<file path="config.mk">
export PLATFORM = sky130hd
export DESIGN_NAME = load_store_unit
export DESIGN_NICKNAME = d
export VERILOG_FILES = /design/src/rtl/load_store_unit_pkg.sv /design/src/rtl/load_store_unit_load_extend.sv /design/src/rtl/load_store_unit.sv
export SDC_FILE = /design/constraint.sdc
export NUM_CORES = 1
export LEC_CHECK = 0
export ABC_AREA = 1
export BUFFER_PORTS_ARGS = -buffer_cell sky130_fd_sc_hd__buf_2
export CAP_MARGIN = 20
export CORE_UTILIZATION = 50
export DETAILED_ROUTE_END_ITERATION = 12
export GPL_ROUTABILITY_DRIVEN = 0
export PLACE_DENSITY = 0.83
export SYNTH_ARGS = -nofsm -noshare
export SYNTH_HDL_FRONTEND = slang
export SYNTH_SLANG_ARGS = --single-unit
</file>
<file path="constraint.sdc">
create_clock -name clk -period 5.26 [get_ports clk]
set_clock_uncertainty 0.15 [all_clocks]
set_input_delay 1.315 -clock clk [delete_from_list [all_inputs] [get_ports clk]]
set_output_delay 1.315 -clock clk [all_outputs]
set_load 0.02 [all_outputs]
</file>
<file path="src/rtl/load_store_unit_pkg.sv">
// Shared RV32I load/store definitions: funct3 encodings, LSU FSM states,
// default memory timeout and the request legality rule.
package load_store_unit_pkg;

  localparam logic [2:0] F3_B  = 3'b000;
  localparam logic [2:0] F3_H  = 3'b001;
  localparam logic [2:0] F3_W  = 3'b010;
  localparam logic [2:0] F3_BU = 3'b100;
  localparam logic [2:0] F3_HU = 3'b101;

  localparam int unsigned LSU_TIMEOUT_DEFAULT = 16;

  typedef enum logic [1:0] {
    ST_IDLE   = 2'd0,
    ST_ACCESS = 2'd1,
    ST_DONE   = 2'd2
  } lsu_state_e;

  // Illegal encodings are folded into the misalignment rule.
  function automatic logic req_ok(input logic is_load, input logic [2:0] f3,
                                  input logic [1:0] off);
    case (f3)
      F3_B:    req_ok = 1'b1;
      F3_H:    req_ok = ~off[0];
      F3_W:    req_ok = (off == 2'b00);
      F3_BU:   req_ok = is_load;
      F3_HU:   req_ok = is_load & ~off[0];
      default: req_ok = 1'b0;
    endcase
  endfunction

endpackage

</file>
<file path="src/rtl/load_store_unit_load_extend.sv">
// Load lane select and sign/zero extension of a memory read word.
module load_extend
  import load_store_unit_pkg::*;
(
  input  logic [2:0]  i_f3,
  input  logic [1:0]  i_off,
  input  logic [31:0] i_rdata,
  output logic [31:0] o_result
);

  logic [7:0]  w_byte;
  logic [15:0] w_half;

  assign w_byte = i_rdata[{i_off, 3'b000} +: 8];
  assign w_half = i_rdata[{i_off[1], 4'b0000} +: 16];

  always_comb begin
    o_result = i_rdata;
    case (i_f3)
      F3_B:    o_result = {{24{w_byte[7]}}, w_byte};
      F3_BU:   o_result = {24'd0, w_byte};
      F3_H:    o_result = {{16{w_half[15]}}, w_half};
      F3_HU:   o_result = {16'd0, w_half};
      default: o_result = i_rdata;
    endcase
  end

endmodule

</file>
<file path="src/rtl/load_store_unit.sv">
// Load/store unit: stalls the datapath while one aligned memory access is
// in flight, formats store lanes, extends load data and flags errors/timeouts.
module load_store_unit
  import load_store_unit_pkg::*;
#(
  parameter int unsigned TIMEOUT = LSU_TIMEOUT_DEFAULT
) (
  input  logic        clk,
  input  logic        rst,
  input  logic        memRead,
  input  logic        memWrite,
  input  logic [2:0]  f3,
  input  logic [31:0] addr,
  input  logic [31:0] wdata,
  output logic [31:0] readData,
  output logic        stall,
  output logic        err,
  output logic        mem_req,
  output logic        mem_we,
  output logic [31:0] mem_addr,
  output logic [31:0] mem_wdata,
  output logic [3:0]  mem_be,
  input  logic        mem_ack,
  input  logic [31:0] mem_rdata
);

  lsu_state_e  r_state, w_next;
  logic [7:0]  r_cnt;
  logic [2:0]  r_f3;
  logic [1:0]  r_off;
  logic        w_req, w_ok, w_start, w_bad, w_timeout;
  logic [3:0]  w_st_be;
  logic [31:0] w_st_data, w_ld_result;

  assign w_req     = memRead | memWrite;
  assign w_ok      = (memRead ^ memWrite) && req_ok(memRead, f3, addr[1:0]);
  assign w_timeout = (r_cnt == 8'(TIMEOUT - 1));

  always_comb begin
    w_st_be   = 4'b1111;
    w_st_data = wdata;
    case (f3)
      F3_B: begin
        w_st_be   = 4'b0001 << addr[1:0];
        w_st_data = {4{wdata[7:0]}};
      end
      F3_H: begin
        w_st_be   = addr[1] ? 4'b1100 : 4'b0011;
        w_st_data = {2{wdata[15:0]}};
      end
      default: ;
    endcase
  end

  load_extend u_load_extend (
    .i_f3     (r_f3),
    .i_off    (r_off),
    .i_rdata  (mem_rdata),
    .o_result (w_ld_result)
  );

  always_ff @(posedge clk or posedge rst) begin
    if (rst) r_state <= ST_IDLE;
    else     r_state <= w_next;
  end

  always_comb begin
    w_next  = r_state;
    stall   = 1'b0;
    w_start = 1'b0;
    w_bad   = 1'b0;
    case (r_state)
      ST_IDLE: begin
        if (w_req) begin
          if (w_ok) begin
            w_start = 1'b1;
            stall   = 1'b1;
            w_next  = ST_ACCESS;
          end else begin
            w_bad = 1'b1;
          end
        end
      end
      ST_ACCESS: begin
        stall = 1'b1;
        if (mem_ack || w_timeout) w_next = ST_DONE;
      end
      ST_DONE: w_next = ST_IDLE;
      default: w_next = ST_IDLE;
    endcase
    if (rst) stall = 1'b0;
  end

  // Ack takes priority over timeout when both land in the same cycle.
  always_ff @(posedge clk or posedge rst) begin
    if (rst) begin
      readData  <= '0;
      err       <= 1'b0;
      mem_req   <= 1'b0;
      mem_we    <= 1'b0;
      mem_addr  <= '0;
      mem_wdata <= '0;
      mem_be    <= '0;
      r_cnt     <= '0;
      r_f3      <= '0;
      r_off     <= '0;
    end else begin
      err <= 1'b0;
      case (r_state)
        ST_IDLE: begin
          if (w_start) begin
            mem_req   <= 1'b1;
            mem_we    <= memWrite;
            mem_be    <= memRead ? 4'b1111 : w_st_be;
            mem_addr  <= {addr[31:2], 2'b00};
            mem_wdata <= w_st_data;
            r_f3      <= f3;
            r_off     <= addr[1:0];
            r_cnt     <= '0;
          end else if (w_bad) begin
            err      <= 1'b1;
            readData <= '0;
          end
        end
        ST_ACCESS: begin
          if (mem_ack) begin
            mem_req <= 1'b0;
            if (!mem_we) readData <= w_ld_result;
          end else if (w_timeout) begin
            mem_req  <= 1'b0;
            err      <= 1'b1;
            readData <= '0;
          end else begin
            r_cnt <= r_cnt + 8'd1;
          end
        end
        default: ;
      endcase
    end
  end

endmodule
</file>
==> results of run 1 <==
-- critical path, delay by kind of cell --
kind                     cells  cell delay [ns]
AO/OA/AOI/OAI                1             0.15
AND/OR/NAND/NOR              3             0.40
buffers and inverters        3             0.31
adder cells (fa/ha/maj)      1             0.30
-- layout make-up --
cell class,instances,area (sq um),share of cell area (%)
timing repair buffer,210,1064,14.20
multi-input combinational,555,2490,33.24
tap,143,178.9,2.389
sequential,116,2903,38.76
inverter,54,205.2,2.740
clock inverter,13,196.4,2.623
clock buffer,19,452.9,6.047
-- how the worst max path moves through the flow --
stage,startpoint,endpoint,slack (ns),cells after the start
final,memRead,stall,1.32,8
after global routing,memRead,stall,1.22,8
after CTS,memRead,stall,1.33,8
after detailed placement,memRead,stall,1.34,8
after global placement,memRead,stall,1.33,8
after floorplan,rst,err$_DFF_PP0_,0.72,1
-- cells in the final DEF (no fill, tap or decap) --
master	Yosys	layout
nor3b_1	3	3
buf_2	14	205
xor2_1	3	3
nand3_2	2	2
inv_6	0	2
clkbuf_8	0	2
a211oi_1	2	2
inv_2	5	5
inv_1	49	48
o21ai_0	63	63
o211ai_1	20	20
buf_4	3	5
o21a_1	2	2
nand2_1	339	339
conb_1	1	2
nand4_1	2	2
a21oi_2	1	1
dfrtp_1	116	116
bufinv_16	0	4
clkinvlp_4	0	2
a31oi_1	5	5
nand3_1	25	24
clkbuf_16	0	17
nand3_4	0	1
nand2_2	3	3
nand4_4	1	1
inv_4	0	1
a21oi_1	28	28
nor3_1	7	7
clkinv_4	0	5
nor2_1	35	35
or2_2	5	5
nor2_4	4	4
o31ai_1	1	1
ha_1	2	2
-- state kept, by name, summed over array words and instances, names as in the netlist --
| name | flops |
|---|---|
| err | 1 |
| mem_addr | 30 |
| mem_be | 4 |
| mem_req | 1 |
| mem_wdata | 32 |
| mem_we | 1 |
| r_cnt | 8 |
| r_f3 | 3 |
| r_off | 2 |
| r_state | 2 |
| readData | 32 |
-- layer usage --
metal / GRT usage (%) / wire [um]
met2: 41.65 / 7107
met1: 36.65 / 6934
met5: 0 / 0
met4: 11.14 / 417
met3: 5.585 / 1130
-- stage by stage --
stage	setup WS (ns)	power, mW	std cells	util, %	hold slack, ns
after floorplan	0.7226	2.229	766	-	0.3264
after global placement	1.334	2.620	1078	60.16	0.3060
after detailed placement	1.343	2.646	1078	60.16	0.3087
after CTS	1.332	3.915	1110	65.87	0.3246
after global routing	1.216	4.129	1110	65.87	0.3416
final	1.323	3.894	1110	65.87	0.3206
-- power groups by stage --
stage                     clock network (mW)  logic, mW  registers [mW]
after CTS                               1.27       1.30            1.35
final                                   1.25       1.29            1.35
after global placement                     0       1.27            1.35
after floorplan                            0      0.629            1.60
after detailed placement                   0       1.30            1.35
after global routing                    1.31       1.43            1.39
-- cell families (layout without fill, tap and decap cells) --
family,count (synthesis),after routing,synth area share [%]
buffers and inverters,95,296,7.790
DFF,116,116,49.79
xor gates and xnor gates,3,3,0.4507
other,1,2,0.06432
adders and majority gates,2,2,0.4291
AOI/OAI and AO/OA,122,122,11.72
and+or+nand+nor,426,426,29.76
==> out/metrics.cfg, run 1 <==
[status]
status=complete, no violations

[cts]
clk_path_buf_depth=2
clock_sinks=116
htreeDepth=4
post_cts_resized=0
clk_pin_slew_ns=0.05
root_buffer=clkbuf_16
post_cts_buffers=0
cts_hold_repair.buffers=0
clk_latency_ns=0.41
cts_tree=built
cts_inserted_buffers=17

[synth]
synth.avg_cell_area_sq_um=7.622
ys.warnings.count=0
ys_ff_latch=116
synth_top_area_share_pct=49.79
synth_top_area_cell=dfrtp_1
synth_most_common_cell=nand2_1
synth_area_leaders=dfrtp_1, nand2_1, o21ai_0
ys_seq_area_share_pct=49.79
synthesis.area_sq_um=5831
synth_cell_types=30
synth-edff-count=0
async_flop_share_pct=100.0
synth-main-ff-cell=dfrtp_1
synthCells=765
synth_common_cells=nand2_1, dfrtp_1, o21ai_0, inv_1, nor2_1

[pwr]
switching_share_pct=38.54
p_sw_mw=1.501
leakage_nw=4.231
power.density_nw_per_um2=520.0
clkPwrFrac_pct=32.1
pwr-share-seq_pct=34.7
p_int_mw=2.394
peakVddDrop_mv=0.3083
p_comb_share_pct=33.2

[sta]
maxSlewViolCount=0
tightestPinTransition_ns=0.9508
post-route-period-util_pct=74.85
rsz0062_at_grt=false
slew_headroom_pct=36.61
setup_tns_ns=0
hold_viol=0
finalSetupViolCount=0
max_freq_ghz=0.2540
fin_crit_ns=3.937

[final_layout]
final_nets=1060
fill_cells=998
drive_gt1_share_pct=27.40
final_area_sq_um=7490
area_delta_synth_final_pct=28.45
diodes=0

[die]
io_pins=208
rows=39
dieArea_sq_um=12100
design.core.area_sq_um=11370
initial_core_util_pct=51.28
die_h_um=110.0
die_w_um=110.0

[grt]
grt_util_all_layers_pct=26.85
grt_pass1_vias=5101
grt_pass1_wl_mm=24.82
overflow=0
grt_max_degree=107
antenna_found_initial=0

[detailed_routing]
viasPerCell=5.105
wl_per_cell_um=14.04
vias=5667
wl_mm=15.59
antenna_left=0
drt_iter0_markers=384
first_pass_iters=6
drc=0

[critical_path]
cp.required_ns=3.80
slowest_stage=ha_1
end_kind=primary output
r2r-start=r_f3[1]$_DFFE_PP0P_
start_kind=input port
ff2ff_setup_slack_ns=2.62
cp.arrival_ns=2.47
path_cells=buf_2, inv_1, ha_1, nand3_1, nor2_1, nand3_4, a21oi_1, buf_2
criticalPathCategory=input port to primary output
path_max_fanout=6
cpPeakStageDelay_ns=0.30
r2r_cells=9
crit_top_cell=buf_2
reg2reg_to=readData[31]$_DFFE_PP0P_

[placement]
io_buffers=205
placed_cell_area_sq_um=6840
place.detailed.hpwl_mm=10.92

[worst_hold_path]
hp-start=readData[7]$_DFFE_PP0P_
hold_end=readData[7]$_DFFE_PP0P_
holdPathStages=2
holdCritPathClass=flip-flop to flip-flop

[run]
maxCapViolCount=0

No activity file was read; power rests on OpenSTA's default activity.
==> inputs of run 2 (changes only) <==
==> constraint.sdc (replaced) <==
create_clock -name clk -period 3.65 [get_ports clk]
set_clock_uncertainty 0.15 [all_clocks]
set_input_delay 0.9125 -clock clk [delete_from_list [all_inputs] [get_ports clk]]
set_output_delay 0.9125 -clock clk [all_outputs]
set_load 0.02 [all_outputs]
==> run 2 against run 1 <==
Net effect: register-to-register slack worse by 1.3 ns; global-route usage up 0.41 points; flip-flop and latch count unchanged; via count is essentially flat; largest power group unchanged.
==> out/metrics.cfg, run 2 (synthesis gave the netlist of run 1 again) <==
[status]
status=complete, no violations

[critical_path]
path_cells=buf_2, inv_1, ha_1, nand3_1, nor2_1, nand3_4, a21oi_1, buf_2
path_delay_family=simple AND/OR/NAND/NOR gates
criticalPathCategory=input port to primary output
cpPeakStageDelay_ns=0.29  ; about the same
start_kind=input port
slowest_stage=ha_1
cp.arrival_ns=1.97  ; -0.50 ns
path_max_fanout=3  ; -3
crit_top_cell=buf_2
end_kind=primary output
crit_buf_inv=3  ; unchanged
cp.required_ns=2.59  ; -1.21 ns

[detailed_routing]
first_pass_iters=5  ; -1
wl_mm=15.40  ; -1.2%
vias=5663  ; -0.071%
viasPerCell=5.079  ; -0.52%
wl_per_cell_um=13.81  ; -1.7%
antenna_left=0  ; unchanged
drc=0  ; unchanged
drt_iter0_markers=407  ; +6.0%

[pwr]
p_sw_mw=2.127  ; +42%
p_total_mw=5.626  ; +44%
peakVddDrop_mv=0.4788  ; +55%
pwr-share-seq_pct=34.2  ; -0.5 points
clkPwrFrac_pct=32.0  ; about the same
leakage_nw=4.253  ; +0.52%
switching_share_pct=37.81  ; -0.72 points
p_comb_share_pct=33.8  ; +0.6 points
p_int_mw=3.499  ; +46%
power.density_nw_per_um2=743.3  ; +43%

[cts]
clk_latency_ns=0.41  ; about the same
clk_path_buf_depth=2  ; unchanged
clock_sinks=116  ; unchanged
cts_inserted_buffers=17  ; unchanged
htreeDepth=4  ; unchanged
clk_pin_slew_ns=0.05  ; about the same
cts_hold_repair.buffers=0  ; unchanged
root_buffer=clkbuf_16
post_cts_resized=0  ; unchanged
cts_tree=built
post_cts_buffers=0  ; unchanged

[die]
dieArea_sq_um=12100  ; unchanged
die_h_um=110.0  ; unchanged
die_w_um=110.0  ; unchanged
initial_core_util_pct=51.28  ; unchanged
io_pins=208  ; unchanged
rows=39  ; unchanged
design.core.area_sq_um=11370  ; unchanged

[grt]
grt_pass1_wl_mm=25.02  ; +0.81%
antenna_found_initial=0  ; unchanged
grt_pass1_vias=5270  ; +3.3%
grt_util_all_layers_pct=27.26  ; +0.41 points
overflow=0  ; unchanged
grt_use_met1_pct=36.42  ; -0.23 points
gr-max-usage-layer=met2
met3_usage_pct=6.702  ; +1.1 points
grt_max_degree=58  ; -46%
met2_usage_pct=42.63  ; +0.98 points

[placement]
io_buffers=205  ; unchanged
placed_cell_area_sq_um=6929  ; +1.3%
dp.cells=1083  ; +0.46%
place_ws_ns=0.6272  ; -0.7153 ns
place.detailed.hpwl_mm=10.90  ; -0.12%

[final_layout]
instances_no_fill=1115  ; +0.45%
area_delta_synth_final_pct=29.81
final_cell_mix=nand2_1, buf_2, dfrtp_1, o21ai_0, inv_1
final_common_cell=nand2_1
final_area_sq_um=7569  ; +1.1%
drive_gt1_share_pct=27.57  ; +0.17 points
diodes=0  ; unchanged
reg_top3=mem_wdata: 32 flops, readData: 32 flops, mem_addr: 30 flops
fill_cells=985  ; -1.3%
final_nets=1065  ; +0.47%

[sta]
max_freq_ghz=0.3294
finalSetupViolCount=0  ; unchanged
hold_viol=0  ; unchanged
setup_ws_ns=0.6143  ; -0.7083 ns
maxSlewViolCount=0  ; unchanged
slew_headroom_pct=44.99  ; +8.4 points
setup_tns_ns=0  ; unchanged
rsz0062_at_grt=false
fin_crit_ns=3.036
post-route-period-util_pct=83.17
tightestPinTransition_ns=0.8242  ; -0.1266 ns

[run]
maxCapViolCount=0  ; unchanged

[worst_hold_path]
holdCritPathClass=flip-flop to flip-flop

[run 2: power by group through the flow]
stage               clock network, mW  registers [mW]  logic (mW)
floorplan                           0            2.31       0.907
finish                           1.80            1.93        1.90
global placement                    0            1.93        1.86
detailed placement                  0            1.92        1.91
global route                     1.89            1.98        2.12
CTS                              1.82            1.92        1.91
[run 2: final cells by class]
type | count | area, sq um | area share (%)
flip-flops and latches | 116 | 2903 | 38.35
well taps | 143 | 178.9 | 2.364
clock buffers | 19 | 432.9 | 5.720
inverters | 54 | 206.4 | 2.728
multi-input cells | 555 | 2490 | 32.90
repair buffers | 215 | 1151 | 15.21
clock inverters | 13 | 206.4 | 2.728
[run 2: worst paths after layout]
path / startpoint / endpoint / slack (ns) / cells after the start
max: memRead / stall / 0.61 / 8
min: mem_req$_DFFE_PP0P_ / mem_req$_DFFE_PP0P_ / 0.32 / 2
max reg2reg: r_off[1]$_DFFE_PP0P_ / readData[30]$_DFFE_PP0P_ / 1.35 / 9
min reg2reg: mem_req$_DFFE_PP0P_ / mem_req$_DFFE_PP0P_ / 0.32 / 2
max in group asynchronous: rst / readData[12]$_DFFE_PP0P_ / 2.16 / 3
min in group asynchronous: rst / mem_addr[6]$_DFFE_PP0P_ / 0.52 / 2
[run 2: tightest hold or removal path, delay by kind of cell (launching register included)]
family / cells / cell delay [ns]
DFF: 1 / 0.34
and+or+nand+nor: 2 / 0.10
[run 2: routing by layer]
metal	wire length [um]	vias to the layer above	part of all wire [%]
li1	-	2808	-
met1	6919	2608	45
met2	7023	218	46
met3	1125	29	7.3
met4	331	0	2.1
met5	0	-	0
[run 2: metrics by stage]
stage          hold WS (ns)  utilization, %
2_1_floorplan        0.3264               -
3_3_place_gp         0.3023           60.94
3_5_place_dp         0.3060           60.94
4_1_cts              0.3200           66.57
5_1_grt              0.3420           66.57
6_report             0.3156           66.57
==> inputs of run 3 (changes only) <==
--- a/config.mk
+++ b/config.mk
@@ -5,13 +5,13 @@
 export SDC_FILE = /design/constraint.sdc
 export NUM_CORES = 1
 export LEC_CHECK = 0
-export ABC_AREA = 1
+export ABC_AREA = 0
 export BUFFER_PORTS_ARGS = -buffer_cell sky130_fd_sc_hd__buf_2
 export CAP_MARGIN = 20
-export CORE_UTILIZATION = 50
+export CORE_UTILIZATION = 45
 export DETAILED_ROUTE_END_ITERATION = 12
 export GPL_ROUTABILITY_DRIVEN = 0
-export PLACE_DENSITY = 0.83
+export PLACE_DENSITY = 0.79
 export SYNTH_ARGS = -nofsm -noshare
 export SYNTH_HDL_FRONTEND = slang
 export SYNTH_SLANG_ARGS = --single-unit
==> constraint.sdc (replaced) <==
create_clock -name clk -period 2.6 [get_ports clk]
set_clock_uncertainty 0.15 [all_clocks]
set_input_delay 0.65 -clock clk [delete_from_list [all_inputs] [get_ports clk]]
set_output_delay 0.65 -clock clk [all_outputs]
set_load 0.02 [all_outputs]
==> run 3 against run 2 <==
Net effect: sequential power grew 33%; die area up 10%; first-iteration DRC count down 18%; critical path type unchanged; utilization decreased by 6.4 points; combinational power rose by 23%; global-route usage decreased by 3.3 points; highest routed layer unchanged; count of clock-buffer cells in the layout is 2 higher; largest power group unchanged.
==> out/metrics.cfg, run 3 <==
[die]
design.core.area_sq_um=12620  ; +11%
rows=41  ; +5.1%
dieArea_sq_um=13360  ; +10%
io_pins=208  ; unchanged
die_h_um=115.6  ; +5.1%
die_w_um=115.6  ; +5.1%
initial_core_util_pct=46.01  ; -5.3 points

[synth]
ys_ff_latch=116  ; unchanged
synth-main-ff-cell=dfrtp_1
synth_common_cells=nand2_1, dfrtp_1, o21ai_0, mux2i_1, a21oi_1
synth-edff-count=0  ; unchanged
synthesis.area_sq_um=5807  ; -0.41%
synth_xor_area_share_pct=0.9050  ; +0.45 points
synth_compound_area_share_pct=10.34  ; -1.4 points
synth_most_common_cell=nand2_1
synth_area_leaders=dfrtp_1, nand2_1, mux2i_1
yosys.area_share.simple_pct=18.10  ; -12 points
synth.area.mux_share_pct=14.98  ; +15 points
yosys.area_share.adder_pct=0.4309  ; +0.0018 points
synth_top_family_by_area=simple AND/OR/NAND/NOR gates
async_flop_share_pct=100.0  ; unchanged
synth_top_area_cell=dfrtp_1
ys.warnings.count=0  ; unchanged
synth_top_area_share_pct=49.99  ; +0.20 points
synth_cell_types=50  ; +67%
synth.avg_cell_area_sq_um=9.566  ; +26%
synthCells=607  ; -21%
ys_seq_area_share_pct=49.99  ; +0.20 points

[final_layout]
final_area_sq_um=7599  ; +0.40%
fin_util_pct=60.21  ; -6.4 points
diodes=0  ; unchanged
multi_input_area_sq_um=2628  ; +5.5%
drive_gt1_share_pct=36.65  ; +9.1 points
fill_cells=1112  ; +13%
seq_area_sq_um=2903  ; unchanged
reg_top3=mem_wdata: 32 flops, readData: 32 flops, mem_addr: 30 flops
final_common_cell=buf_2
area_delta_synth_final_pct=30.86
final_cell_mix=buf_2, nand2_1, dfrtp_1, o21ai_0, mux2i_1
final_nets=917  ; -14%

[detailed_routing]
drc=0  ; unchanged
drt_iter0_markers=334  ; -18%
antenna_left=0  ; unchanged
wl_mm=15.40  ; about the same
wl_per_cell_um=15.46  ; +12%
vias=5032  ; -11%
first_pass_iters=5  ; unchanged
viasPerCell=5.052  ; -0.53%

[sta]
post-route-period-util_pct=96.13
tightestPinTransition_ns=0.6459  ; -0.1783 ns
maxSlewViolCount=0  ; unchanged
hold_viol=0  ; unchanged
setup_ws_ns=0.1006  ; -0.5137 ns
max_freq_ghz=0.4001
fin_crit_ns=2.499
slew_headroom_pct=56.94  ; +12 points
finalSetupViolCount=0  ; unchanged
setup_tns_ns=0  ; unchanged
rsz0062_at_grt=false

[pwr]
peakVddDrop_mv=0.5644  ; +18%
p_total_mw=7.142  ; +27%
power.density_nw_per_um2=940.0  ; +26%
leakage_nw=4.007  ; -5.8%

[grt]
overflow=0  ; unchanged
grt_pass1_vias=4748  ; -9.9%
grt_util_all_layers_pct=23.93  ; -3.3 points
antenna_found_initial=0  ; unchanged
grt_max_degree=65  ; +12%
grt_pass1_wl_mm=24.18  ; -3.3%

[placement]
placed_cell_area_sq_um=7000  ; +1.0%
place.detailed.hpwl_mm=11.05  ; +1.4%
io_buffers=205  ; unchanged
place_ws_ns=0.009508  ; -0.6177 ns

[worst_hold_path]
holdCritPathClass=input port to asynchronous set/reset pin

[cts]
clk_path_buf_depth=2  ; unchanged
clk_pin_slew_ns=0.06  ; about the same
clock_sinks=116  ; unchanged
cts_inserted_buffers=17  ; unchanged
root_buffer=clkbuf_16
cts_tree=built
cts_hold_repair.buffers=0  ; unchanged
htreeDepth=4  ; unchanged
clk_latency_ns=0.41  ; about the same

[critical_path]
end_kind=primary output
ff2ff_setup_slack_ns=0.30  ; -1.05 ns
start_kind=input port
criticalPathCategory=input port to primary output
reg2reg_to=readData[17]$_DFFE_PP0P_
r2r-start=r_cnt[4]$_DFFE_PP0P_
cp.arrival_ns=1.70  ; -0.27 ns
r2r_cells=6  ; -3
cp.required_ns=1.80  ; -0.79 ns
path_max_fanout=3  ; unchanged

[status]
status=complete, no violations

[run]
maxCapViolCount=0  ; unchanged

-- run 3: changes by cell type in the layout (fill, tap and decap cells not counted), moves of 9 or more --
cell,before,now
mux2_4,0,23
o211ai_1,20,1
buf_4,6,16
nor2_1,35,16
inv_1,48,14
mux2i_1,0,40
mux2_2,0,9
nand3_1,24,3
o21ai_0,63,47
nand2_1,339,198
-- run 3: metrics by stage --
stage,hold slack (ns),instances
5_1_grt,0.2010,996
4_1_cts,0.1977,995
6_report,0.1970,996
3_5_place_dp,0.3068,963
2_1_floorplan,0.3339,608
3_3_place_gp,0.3062,963
-- run 3: critical path, cell delays in order --
cell	delay (ns)
buf_2	0.10
inv_1	0.05
ha_1	0.32
o221ai_4	0.11
nor2_1	0.10
nor2_1	0.05
nor3_1	0.13
buf_4	0.17
-- run 3: repair_timing --
| item | CTS | global route |
|---|---|---|
| gates resized for setup | 0 | 3 |
| buffers inserted | 0 | 1 |
| setup endpoints to repair | 0 | 1 |
| hold endpoints to repair | 0 | 0 |
-- run 3: cell families after synthesis --
kind of cell               count (synthesis)
and+or+nand+nor                          249
DFF                                      116
AOI/OAI and AO/OA                        105
muxes                                     73
buffers and inverters                     55
xor gates and xnor gates                   6
adders and majority gates                  2
other                                      1
-- run 3: area by class of cell --
class | count | area share (%)
Tap cell | 172 | 2.832
Multi-Input combinational cell | 437 | 34.58
Clock buffer | 21 | 6.191
Sequential cell | 116 | 38.20
Inverter | 15 | 0.7904
Timing Repair Buffer | 224 | 16.07
Clock inverter | 11 | 1.334
-- run 3: power by group --
part	internal, mW	switching (mW)	total (mW)	leakage (nW)
clock network	1.39	0.841	2.23	0.271
registers	2.26	0.313	2.57	1.49
logic	0.862	1.48	2.34	2.25
total	4.51	2.63	7.14	4.01
-- run 3: layer usage --
| metal | vias to the layer above | GRT usage, % | share of wire [%] | wire length [um] |
|---|---|---|---|---|
| li1 | 2446 | - | - | - |
| met1 | 2355 | 30.29 | 44 | 6700 |
| met2 | 210 | 38.44 | 47 | 7288 |
| met3 | 21 | 6.956 | 7.4 | 1142 |
| met4 | 0 | 9.870 | 1.8 | 270 |
| met5 | - | 0 | 0 | 0 |
-- run 3: worst max path at each step --
stage | startpoint | endpoint | slack [ns] | cells after the start
4_1_cts | addr[1] | stall | 0.04 | 7
3_3_place_gp | memRead | mem_addr[14]$_DFFE_PP0P_ | 0.07 | 8
6_report | memRead | stall | 0.10 | 8
2_1_floorplan | f3[0] | stall | 0.07 | 6
3_5_place_dp | memRead | mem_wdata[9]$_DFFE_PP0P_ | 0.01 | 8
5_1_grt | memRead | stall | 0.03 | 8
